$ cat config.mk
export PLATFORM = sky130hd
export DESIGN_NAME = rect_plot_engine_flat
export DESIGN_NICKNAME = d
export VERILOG_FILES = /design/src/rtl/rect_plot_if.sv /design/src/rtl/rect_plot_engine.sv /design/src/flat_wrapper.sv
export SDC_FILE = /design/constraint.sdc
export NUM_CORES = 1
export LEC_CHECK = 0
export BUFFER_PORTS_ARGS = -buffer_cell sky130_fd_sc_hd__buf_4
export CORE_UTILIZATION = 35
export DETAILED_ROUTE_END_ITERATION = 16
export HOLD_SLACK_MARGIN = 0.03
export PLACE_DENSITY_LB_ADDON = 0.1
export SYNTH_ARGS = -nofsm -noshare
export SYNTH_HDL_FRONTEND = slang
export SYNTH_SLANG_ARGS = --single-unit
$ cat constraint.sdc
create_clock -name clk -period 6.74 [get_ports clk]
set_input_delay 0 -clock clk [delete_from_list [all_inputs] [get_ports clk]]
set_output_delay 0 -clock clk [all_outputs]
set_load 0.02 [all_outputs]
$ cat src/rtl/rect_plot_if.sv
// rect_plot_if: command queue handshake and vga_adapter pixel bus of the rectangle engine
interface rect_plot_if #(
    parameter int X_W     = 8,
    parameter int Y_W     = 7,
    parameter int COLOR_W = 3
);
    logic               cmd_valid;
    logic               cmd_ready;
    logic [X_W-1:0]     cmd_x;
    logic [Y_W-1:0]     cmd_y;
    logic [X_W-1:0]     cmd_w;
    logic [Y_W-1:0]     cmd_h;
    logic [COLOR_W-1:0] cmd_color;
    logic               cmd_mode;
    logic [X_W-1:0]     plot_x;
    logic [Y_W-1:0]     plot_y;
    logic [COLOR_W-1:0] color;
    logic               plot;
    logic               busy;
    logic               done;

    modport master (
        output cmd_valid, cmd_x, cmd_y, cmd_w, cmd_h, cmd_color, cmd_mode,
        input  cmd_ready, plot_x, plot_y, color, plot, busy, done
    );

    modport slave (
        input  cmd_valid, cmd_x, cmd_y, cmd_w, cmd_h, cmd_color, cmd_mode,
        output cmd_ready, plot_x, plot_y, color, plot, busy, done
    );
endinterface

$ cat src/rtl/rect_plot_engine.sv
// rect_plot_engine: queued fill/outline rectangle rasteriser emitting one clipped pixel
// position per cycle onto the vga_adapter plot bus, with a per-command done pulse
module rect_plot_engine #(
    parameter int X_W        = 8,
    parameter int Y_W        = 7,
    parameter int COLOR_W    = 3,
    parameter int SCREEN_W   = 160,
    parameter int SCREEN_H   = 120,
    parameter int FIFO_DEPTH = 4
) (
    input logic        clk,
    input logic        reset,
    rect_plot_if.slave bus
);
    localparam int AW = $clog2(FIFO_DEPTH);
    localparam int CW = 2 * X_W + 2 * Y_W + COLOR_W + 1;

    typedef enum logic [1:0] {IDLE, LOAD, DRAW} state_t;

    state_t             state, state_n;
    logic [CW-1:0]      mem [FIFO_DEPTH];
    logic [AW-1:0]      wr_ptr, rd_ptr;
    logic [AW:0]        count, count_n;
    logic               push, pop;
    logic [X_W-1:0]     hx, hw, x, w, cnt_i;
    logic [Y_W-1:0]     hy, hh, y, h, cnt_j;
    logic [COLOR_W-1:0] hc, c;
    logic               hm, mode;
    logic [X_W:0]       sx;
    logic [Y_W:0]       sy;
    logic               hempty, on, last_i, last_j, rim, draw_px;

    assign push    = bus.cmd_valid & bus.cmd_ready;
    assign pop     = state == LOAD;
    assign count_n = count + (AW+1)'(push) - (AW+1)'(pop);
    assign {hm, hc, hh, hw, hy, hx} = mem[rd_ptr];
    assign hempty  = hw == '0 || hh == '0;
    // one extra bit so a carry past the coordinate width counts as off-screen
    assign sx      = {1'b0, x} + {1'b0, cnt_i};
    assign sy      = {1'b0, y} + {1'b0, cnt_j};
    assign on      = sx < (X_W+1)'(SCREEN_W) && sy < (Y_W+1)'(SCREEN_H);
    assign last_i  = cnt_i == w - X_W'(1);
    assign last_j  = cnt_j == h - Y_W'(1);
    assign rim     = !mode || cnt_i == '0 || last_i || cnt_j == '0 || last_j;
    assign draw_px = state == DRAW && on && rim;

    always_ff @(posedge clk)
        state <= reset ? IDLE : state_n;

    always_comb begin
        state_n = state;
        case (state)
            IDLE:    state_n = count != '0 ? LOAD : IDLE;
            LOAD:    state_n = !hempty ? DRAW : (count > (AW+1)'(1) ? LOAD : IDLE);
            DRAW:    state_n = !(last_i && last_j) ? DRAW : (count != '0 ? LOAD : IDLE);
            default: state_n = IDLE;
        endcase
    end

    always_ff @(posedge clk) begin
        if (reset) begin
            wr_ptr        <= '0;
            rd_ptr        <= '0;
            count         <= '0;
            bus.cmd_ready <= 1'b1;
        end else begin
            if (push) begin
                mem[wr_ptr] <= {bus.cmd_mode, bus.cmd_color, bus.cmd_h, bus.cmd_w, bus.cmd_y, bus.cmd_x};
                wr_ptr      <= wr_ptr + AW'(1);
            end
            if (pop)
                rd_ptr <= rd_ptr + AW'(1);
            count         <= count_n;
            bus.cmd_ready <= count_n != (AW+1)'(FIFO_DEPTH);
        end
    end

    always_ff @(posedge clk) begin
        if (reset) begin
            bus.plot   <= 1'b0;
            bus.plot_x <= '0;
            bus.plot_y <= '0;
            bus.color  <= '0;
            bus.done   <= 1'b0;
            bus.busy   <= 1'b0;
            cnt_i      <= '0;
            cnt_j      <= '0;
        end else begin
            bus.busy <= state != IDLE || count != '0;
            bus.plot <= draw_px;
            bus.done <= (state == LOAD && hempty) || (state == DRAW && last_i && last_j);
            if (draw_px) begin
                bus.plot_x <= sx[X_W-1:0];
                bus.plot_y <= sy[Y_W-1:0];
                bus.color  <= c;
            end
            if (state == LOAD) begin
                {mode, c, h, w, y, x} <= {hm, hc, hh, hw, hy, hx};
                cnt_i <= '0;
                cnt_j <= '0;
            end else if (state == DRAW) begin
                cnt_i <= last_i ? '0 : cnt_i + X_W'(1);
                if (last_i)
                    cnt_j <= cnt_j + Y_W'(1);
            end
        end
    end
endmodule

$ cat src/flat_wrapper.sv
// flat-port wrapper written by rule: the top's interface ports become plain ports
module rect_plot_engine_flat 
#(
    parameter int X_W        = 8,
    parameter int Y_W        = 7,
    parameter int COLOR_W    = 3,
    parameter int SCREEN_W   = 160,
    parameter int SCREEN_H   = 120,
    parameter int FIFO_DEPTH = 4
)
  (clk, reset, bus_cmd_valid, bus_cmd_x, bus_cmd_y, bus_cmd_w, bus_cmd_h, bus_cmd_color, bus_cmd_mode, bus_cmd_ready, bus_plot_x, bus_plot_y, bus_color, bus_plot, bus_busy, bus_done);
  rect_plot_if #(.X_W(X_W), .Y_W(Y_W), .COLOR_W(COLOR_W)) bus_i ();
  input logic clk;
  input logic reset;
  input wire logic [$bits(bus_i.cmd_valid)-1:0] bus_cmd_valid;
  input wire logic [$bits(bus_i.cmd_x)-1:0] bus_cmd_x;
  input wire logic [$bits(bus_i.cmd_y)-1:0] bus_cmd_y;
  input wire logic [$bits(bus_i.cmd_w)-1:0] bus_cmd_w;
  input wire logic [$bits(bus_i.cmd_h)-1:0] bus_cmd_h;
  input wire logic [$bits(bus_i.cmd_color)-1:0] bus_cmd_color;
  input wire logic [$bits(bus_i.cmd_mode)-1:0] bus_cmd_mode;
  output wire logic [$bits(bus_i.cmd_ready)-1:0] bus_cmd_ready;
  output wire logic [$bits(bus_i.plot_x)-1:0] bus_plot_x;
  output wire logic [$bits(bus_i.plot_y)-1:0] bus_plot_y;
  output wire logic [$bits(bus_i.color)-1:0] bus_color;
  output wire logic [$bits(bus_i.plot)-1:0] bus_plot;
  output wire logic [$bits(bus_i.busy)-1:0] bus_busy;
  output wire logic [$bits(bus_i.done)-1:0] bus_done;
  assign bus_i.cmd_valid = bus_cmd_valid;
  assign bus_i.cmd_x = bus_cmd_x;
  assign bus_i.cmd_y = bus_cmd_y;
  assign bus_i.cmd_w = bus_cmd_w;
  assign bus_i.cmd_h = bus_cmd_h;
  assign bus_i.cmd_color = bus_cmd_color;
  assign bus_i.cmd_mode = bus_cmd_mode;
  assign bus_cmd_ready = bus_i.cmd_ready;
  assign bus_plot_x = bus_i.plot_x;
  assign bus_plot_y = bus_i.plot_y;
  assign bus_color = bus_i.color;
  assign bus_plot = bus_i.plot;
  assign bus_busy = bus_i.busy;
  assign bus_done = bus_i.done;
  rect_plot_engine #(.X_W(X_W), .Y_W(Y_W), .COLOR_W(COLOR_W), .SCREEN_W(SCREEN_W), .SCREEN_H(SCREEN_H), .FIFO_DEPTH(FIFO_DEPTH)) u_core (.clk(clk), .reset(reset), .bus(bus_i));
endmodule
-- Word level (Yosys, flattened, before mapping)
Memory sizes are Yosys's and may differ from the RTL's. A register that Yosys moved wholly into a read port is not among the register bits.
Cells that the tools add are included.
- output and inout port bits: 22
- word-level logic and storage cells: 76
- bits in registers: 80
- RAM bits: 136
- memories kept: 1
- input port bits: 37
- memories (name ; depth ; bits a word ; rd ports ; clocked after memory_dff ; wr ports ; RTL line ; source):
    u_core.mem ; 4 ; 34 ; 1 ; 1 ; 1 ; rect_plot_engine.sv:21 ; logic [CW-1:0] mem [FIFO_DEPTH];
- bitwise operators: 2
- magnitude comparators: 3
- eq/ne operators: 5
- add/subtract/negate cells: 10
- multiplexer cells: 11
- reduce and logical (&&, ||, !) cells: 25
- operators by type and width (operator ; count):
    $logic_not 8->1 ; 2
    $logic_not 7->1 ; 2
    $add 8x8->9 ; 1
    $lt 9x8->1 const B ; 1
    $add 7x7->8 ; 1
    $add 8x1->8 const B ; 1
    $eq 8x8->1 ; 1
    $lt 8x7->1 const B ; 1
    $mux 2 ; 4
    $mux 8 ; 1
    $sub 8x1->8 const B ; 1
    $add 7x1->7 const B ; 1
    $eq 7x7->1 ; 1
    $logic_and 1x1->1 ; 7
    $logic_or 1x1->1 ; 7
    $sub 7x1->7 const B ; 1
    $pmux 2 s3 ; 1
    $mux 1 ; 5
    $add 2x1->2 const B ; 2
    $reduce_and 2->1 ; 2
    $add 3x1->3 ; 1
    $gt 3x1->1 const B ; 1
    $ne 3x3->1 const B ; 1
    $reduce_bool 3->1 ; 1
    9 further kinds ; 9

-- Logic depth before layout (Yosys ltp)
Gate-level depths: netlist of run 1.
- depth after elaboration: 6
- depth in mapped cells: 12
- mapped depth without buffers: 10

-- Least setup slack after synthesis of run 1
OpenSTA, ideal clock, no wires.
- path type: reg2reg
- start: register u_core.cnt_i[0]
- end: register u_core.bus.plot_x[4]
- required time: 6.670 ns
- path slack: 4.157 ns
- cell stages (with the launch flop): 10
- arrival time: 2.512 ns
- setup time: 0.070 ns
- buffers on the path: 0
- clock period less this slack: 2.583 ns
- cell sequence: dfxtp_1 ha_1 fa_1 a211oi_1 o21ai_0 mux2_2 nand4_1 o211ai_1 or4_1 a21oi_1
- cells in the longest elaborated chain, start to end: 6
- elaborated cells between the ends (all ways): 11
- those cells by class: 1 x add/sub; 1 x order compare; 1 x eq/ne; 8 x reduce/logical
- RTL lines (item ; RTL line ; source):
    from (decl) ; rect_plot_engine.sv:25 ; logic [X_W-1:0] hx, hw, x, w, cnt_i;
    from (signal assigned) ; rect_plot_engine.sv:102 ; cnt_i <= last_i ? '0 : cnt_i + X_W'(1);
    branches (longest 6 deep; another with $add 8x8->9) ; n/a ;
    to (signal assigned) ; rect_plot_engine.sv:93 ; bus.plot_x <= sx[X_W-1:0];
    to (decl) ; rect_plot_if.sv:29 ; output cmd_ready, plot_x, plot_y, color, plot, busy, done
Several ways; the timed one is not identified.
A chain may end at the register's enable or synchronous reset.

-- Worst setup path in the final report of run 1
- start: register u_core.cnt_i[0]
- end: register u_core.bus.plot_y[6]
- cells in the longest elaborated chain, start to end: 6
- elaborated cells between the ends (all ways): 11
- those cells by class: 1 x add/sub; 1 x order compare; 1 x eq/ne; 8 x reduce/logical
- RTL lines (item ; RTL line ; source):
    branches (longest 5 deep; another with $add 8x8->9) ; n/a ;
    $logic_and 1x1->1 * ; rect_plot_engine.sv:45 ; assign draw_px = state == DRAW && on && rim;
    to (signal assigned) ; rect_plot_engine.sv:94 ; bus.plot_y <= sy[Y_W-1:0];
    to (decl) ; rect_plot_if.sv:29 ;
Every way passes the cells marked *.

==> results of run 1 <==
[worst paths after layout]
kind | to | slack, ns
setup / recovery | u_core.bus.plot_y[6] | 3.29
hold / removal | u_core.mem[2][16] | 0.23
setup reg to reg | u_core.bus.plot_y[6] | 3.29
hold reg to reg | u_core.bus.plot_x[5] | 0.50
[routing by layer]
metal,global-route usage,up-vias
met5,0,-
met4,0.0383,0
met3,0.0235,24
met2,0.260,90
met1,0.199,2673
li1,-,2539
[registers in the layout, summed over array words and instances (netlist names), 3 cells and up, named ones only]
signal             count
u_core.mem           136
u_core.bus.plot_x      8
u_core.cnt_i           8
u_core.w               8
u_core.x               8
u_core.bus.plot_y      7
u_core.cnt_j           7
u_core.h               7
u_core.y               7
u_core.bus.color       3
u_core.c               3
u_core.count           3
[cells by family (layout without fill, tap and decap cells)]
group                    count (synthesis)  after routing  share of synthesized area
AO/OA/AOI/OAI                           87             87                     0.0605
XOR/XNOR                                41             41                     0.0391
adder cells (fa/ha/maj)                 32             32                     0.0461
buffers and inverters                   47            168                     0.0208
flip-flops                             218            218                      0.661
multiplexers                            37             37                     0.0868
AND/OR/NAND/NOR                        150            150                     0.0861
[cells in the mapped netlist, types with 3 or more instances]
library cell	instances
nand3_1	17
clkbuf_1	17
nor2_1	45
o21ai_0	23
buf_2	6
inv_1	22
and3_1	3
and2_1	4
or4_1	6
xor2_1	20
o31ai_1	3
nand4_1	7
nor2b_1	4
nor3_1	12
ha_1	29
fa_1	3
edfxtp_1	170
dfxtp_1	48
nand2b_1	17
mux4_2	34
xnor2_1	21
nor4_1	5
o21a_1	3
a21oi_1	25
nand2_1	17
a211oi_1	8
[layout make-up]
type / count / share of cell area
Clock buffer: 35 / 0.0615
Clock inverter: 11 / 0.00710
Inverter: 22 / 0.00744
Multi-Input combinational cell: 347 / 0.264
Sequential cell: 218 / 0.547
Tap cell: 330 / 0.0372
Timing Repair Buffer: 100 / 0.0760
[metrics by stage]
stage / area (um^2) / hold WS [ns] / power (W) / worst slack, ns / instances
final: 11100 / 0.230 / 0.00366 / 3.29 / 1063
after global placement: 9970 / 0.199 / 0.00240 / 3.39 / 980
after CTS: 11100 / 0.204 / 0.00371 / 3.32 / 1063
after floorplan: 9180 / 0.0989 / 0.00219 / 4.16 / 612
after global routing: 11100 / 0.217 / 0.00384 / 2.95 / 1063
after detailed placement: 9970 / 0.204 / 0.00242 / 3.36 / 980
[timing repair]
| action | in CTS | in global routing |
|---|---|---|
| endpoints found under the setup margin | 0 | 0 |
| hold buffers | 37 | 0 |
| endpoints found under the hold margin | 164 | 0 |
[power breakdown]
group	switching (W)	total (W)	internal, W
Clock	0.000518	0.00126	0.000743
Combinational	0.000332	0.000643	0.000311
Sequential	0.000124	0.00175	0.00163
Total	0.000974	0.00366	0.00268
==> impl_metrics.yaml, run 1 <==
logic_synthesis:
  netlist.area_leader.share: 0.556
  synth_seq_cells: 218
  synthDistinctLibCells: 57
  synth-edff-count: 170
  synth_area_leaders: "edfxtp_1, dfxtp_1, mux4_2"
  syn_area_per_cell_um2: 15.0
  synth_nets: 681
  synth_top_area_cell: "edfxtp_1"
  postSynthCellCount: 612
  ys.flop_type: "edfxtp_1"
  yosys_warnings: 0
  synth-async-reset-ratio: 0
  synth_seq_area_share: 0.661
  synth_area_um2: 9180
clock_tree:
  cts_buffer_depth: 3
  cts_tree: "done"
  cts-root-buf: "clkbuf_16"
  path_clk_slew_ns: 0.06
  cts_setup_buffers: 0
  cts_buffers: 25
  clock_latency_ns: 0.52
  htree_levels: 1
  clock-sinks: 218
  post_cts_resized: 0
worst_setup_path:
  crit_chain: "ha_1 -> fa_1 -> a211oi_1 -> nor2_1 -> o2111ai_1 -> nand4_1 -> o211ai_1 -> nor2_1 -> a211oi_1"
  crit_fanout: 17
  arrival_ns: 3.88
  cp_top_family: "compound AO/OA/AOI/OAI gates"
  crit_start: "u_core.cnt_i[0]"
  worst-setup-path-type: "register to register"
  worst-path-stages: 9
  crit_slowest_cell: "o211ai_1"
  r2r_cells: 9
  slowest_delay_ns: 0.84
  reg2reg_from: "u_core.cnt_i[0]"
  crit_buf_inv: 0
  cp.required_ns: 7.17
  start_kind: "register"
  timing.critical_path.to_type: "register"
sta:
  relSlewSlack: 0.271
  max_freq_ghz: 0.290
  grt_setup_unrepaired: "false"
  finalHoldViolCount: 0
  finalSetupViolations: 0
  finalCritPeriodShare: 0.511
  fin_setup_tns_ns: 0
  worstMarginPinSlew_ns: 1.09
  finClkSkew_ns: 0.0144
  min_period_ns: 3.45
  final_max_slew_viol_count: 0
finish:
  fill_cells: 2275
  regArea_um2: 6070
  mostFrequentLayoutCell: "edfxtp_1"
  syn_to_final_growth_pct: 20.9
  final_util: 0.436
  diodes: 0
  final_cell_mix: "edfxtp_1, buf_4, dfxtp_1, nor2_1, dlygate4sd3_1"
  multiInputGateArea_um2: 2930
  drive_gt1_frac: 0.190
  layout.nets: 783
detailed_routing:
  wl_met2_mm: 9.62
  top_layer: "met4"
  drc: 0
  first_pass_iters: 4
  wl_met1_mm: 9.06
  dr_wl_met3_um: 613
  routed_wl_mm: 19.7
  detail-route-antenna-nets: 0
  vias: 5326
  drt_iter0_markers: 305
  vias_per_cell: 5.01
  wl_per_cell_um: 18.5
floorplan:
  ios: 59
  num_rows: 58
  start_util: 0.360
  die_area_um2: 26900
  core-area_um2: 25500
  fp.dieH_um: 164
  dieWidth_um: 164
global_routing:
  track_usage: 0.151
  grt_pass1_vias: 5542
  antenna_found_initial: 0
  grt_overflow: 0
  grt_max_degree: 40
  grt_first_pass_wirelength_mm: 30.7
power:
  power_density_nw_per_um2: 329
  vdd_drop_max_v: 0.000189
  leakagePower_nw: 3.79
status:
  status: "finished clean"
run:
  cap_violations: 0
placed_design:
  dp_hpwl_mm: 12.2
  globalplace.congestion: 0.849
  portBuffers: 58
min_path:
  hold_path_depth: 2
  worstHoldStart: "bus_cmd_w[1]"
  min_path_type: "primary input to register"
Power figures use the tool's default switching activity.
==> inputs of run 2 (changes only) <==
==> constraint.sdc (replaced) <==
create_clock -name clk -period 3.55 [get_ports clk]
set_input_delay 0 -clock clk [delete_from_list [all_inputs] [get_ports clk]]
set_output_delay 0 -clock clk [all_outputs]
set_load 0.02 [all_outputs]
==> impl_metrics.yaml, run 2 (same netlist as run 1, synthesis figures left out) <==
worst_setup_path:
  timing.critical_path.to_type: "register"
  start_kind: "register"
  cp.required_ns: 3.98
  worst-setup-path-type: "register to register"
  crit_fanout: 10
  arrival_ns: 3.47
detailed_routing:
  vias_per_cell: 5.05
  detail-route-antenna-nets: 0
  wl_per_cell_um: 18.2
  routed_wl_mm: 19.3
  drt_iter0_markers: 266
  vias: 5361
  first_pass_iters: 4
  drc: 0
floorplan:
  start_util: 0.360
  fp.dieH_um: 164
  core-area_um2: 25500
  die_area_um2: 26900
  dieWidth_um: 164
  num_rows: 58
  ios: 59
finish:
  instances_no_fill: 1062
  final_util: 0.437
  fin_area_um2: 11100
  regArea_um2: 6070
  largest_reg_flops: 136
  diodes: 0
  mostFrequentLayoutCell: "edfxtp_1"
  layout.nets: 787
  multiInputGateArea_um2: 2930
  drive_gt1_frac: 0.194
  top_register: "u_core.mem"
  final_cell_mix: "edfxtp_1, buf_4, dfxtp_1, nor2_1, dlygate4sd3_1"
  syn_to_final_growth_pct: 21.2
  fill_cells: 2268
sta:
  fin_setup_tns_ns: 0
  final_max_slew_viol_count: 0
  max_freq_ghz: 0.329
  grt_setup_unrepaired: "false"
  finalHoldViolCount: 0
  worstMarginPinSlew_ns: 1.01
  finalSetupViolations: 0
  finalCritPeriodShare: 0.856
  relSlewSlack: 0.324
  finClkSkew_ns: 0.00595
  min_period_ns: 3.04
global_routing:
  grt_first_pass_wirelength_mm: 30.5
  grt_max_degree: 40
  grt_pass1_vias: 5522
  grt_overflow: 0
  antenna_found_initial: 0
  track_usage: 0.149
placed_design:
  dp.cells: 985
  dp_hpwl_mm: 12.7
  globalplace.congestion: 0.828
  portBuffers: 58
  place_area_um2: 10000
clock_tree:
  cts_buffers: 24
  cts_tree: "done"
  post_cts_resized: 0
  htree_levels: 1
  clock-sinks: 218
  cts_buffer_depth: 3
  path_clk_slew_ns: 0.06
  cts-root-buf: "clkbuf_16"
  clock_latency_ns: 0.51
status:
  status: "finished clean"
power:
  power_density_nw_per_um2: 626
  power_w: 0.00697
  vdd_drop_max_v: 0.000358
  leakagePower_nw: 3.81
run:
  cap_violations: 0
min_path:
  min_path_type: "primary input to register"
-- run 2: final cells by class --
type | instances | area share
well taps | 330 | 0.0371
multi-input cells | 347 | 0.263
clock buffers | 30 | 0.0560
inverters | 22 | 0.00742
flip-flops and latches | 218 | 0.545
clock inverters | 10 | 0.0120
repair buffers | 105 | 0.0791
-- run 2: final timing paths --
kind	startpoint	to	slack, ns	depth (start not counted)
worst min register to register	u_core.bus.plot_y[2]	u_core.bus.plot_y[2]	0.49	2
worst max register to register	u_core.cnt_i[0]	u_core.bus.plot_x[5]	0.51	10
worst min-delay path	bus_cmd_y[4]	u_core.mem[3][12]	0.23	2
worst max-delay path	u_core.cnt_i[0]	u_core.bus.plot_x[5]	0.51	10
-- run 2: per-stage QoR --
step / setup slack (ns) / hold WS, ns
global placement: 0.603 / 0.199
global route: 0.141 / 0.215
CTS: 0.524 / 0.203
floorplan: 0.967 / 0.0989
finish: 0.513 / 0.226
detailed placement: 0.547 / 0.203
-- run 2: critical path: stages, from the launching register on --
cell	delay, ns
dfxtp_1	0.39
ha_1	0.26
fa_1	0.42
a211oi_1	0.34
o21ai_0	0.17
a31oi_1	0.19
o41a_1	0.18
o211ai_1	0.22
buf_4	0.25
or4_1	0.45
o21ai_0	0.09
-- run 2: routing by layer --
| metal | routed length (um) | GRT usage | up-vias |
|---|---|---|---|
| met3 | 481 | 0.0199 | 36 |
| met2 | 9440 | 0.254 | 91 |
| met5 | 0 | 0 | - |
| met4 | 518 | 0.0450 | 0 |
| li1 | - | - | 2541 |
| met1 | 8860 | 0.197 | 2693 |
-- run 2: report_power, final --
group | internal [W] | switching [W] | leakage, nW
Combinational | 0.000609 | 0.000695 | 1.51
Sequential | 0.00309 | 0.000170 | 1.93
Clock | 0.00145 | 0.000953 | 0.371
Total | 0.00515 | 0.00182 | 3.81
-- run 2: timing repair --
action | in CTS | in global routing
hold endpoints to repair | 163 | 0
hold buffers | 37 | 0
setup buffers | 0 | 0
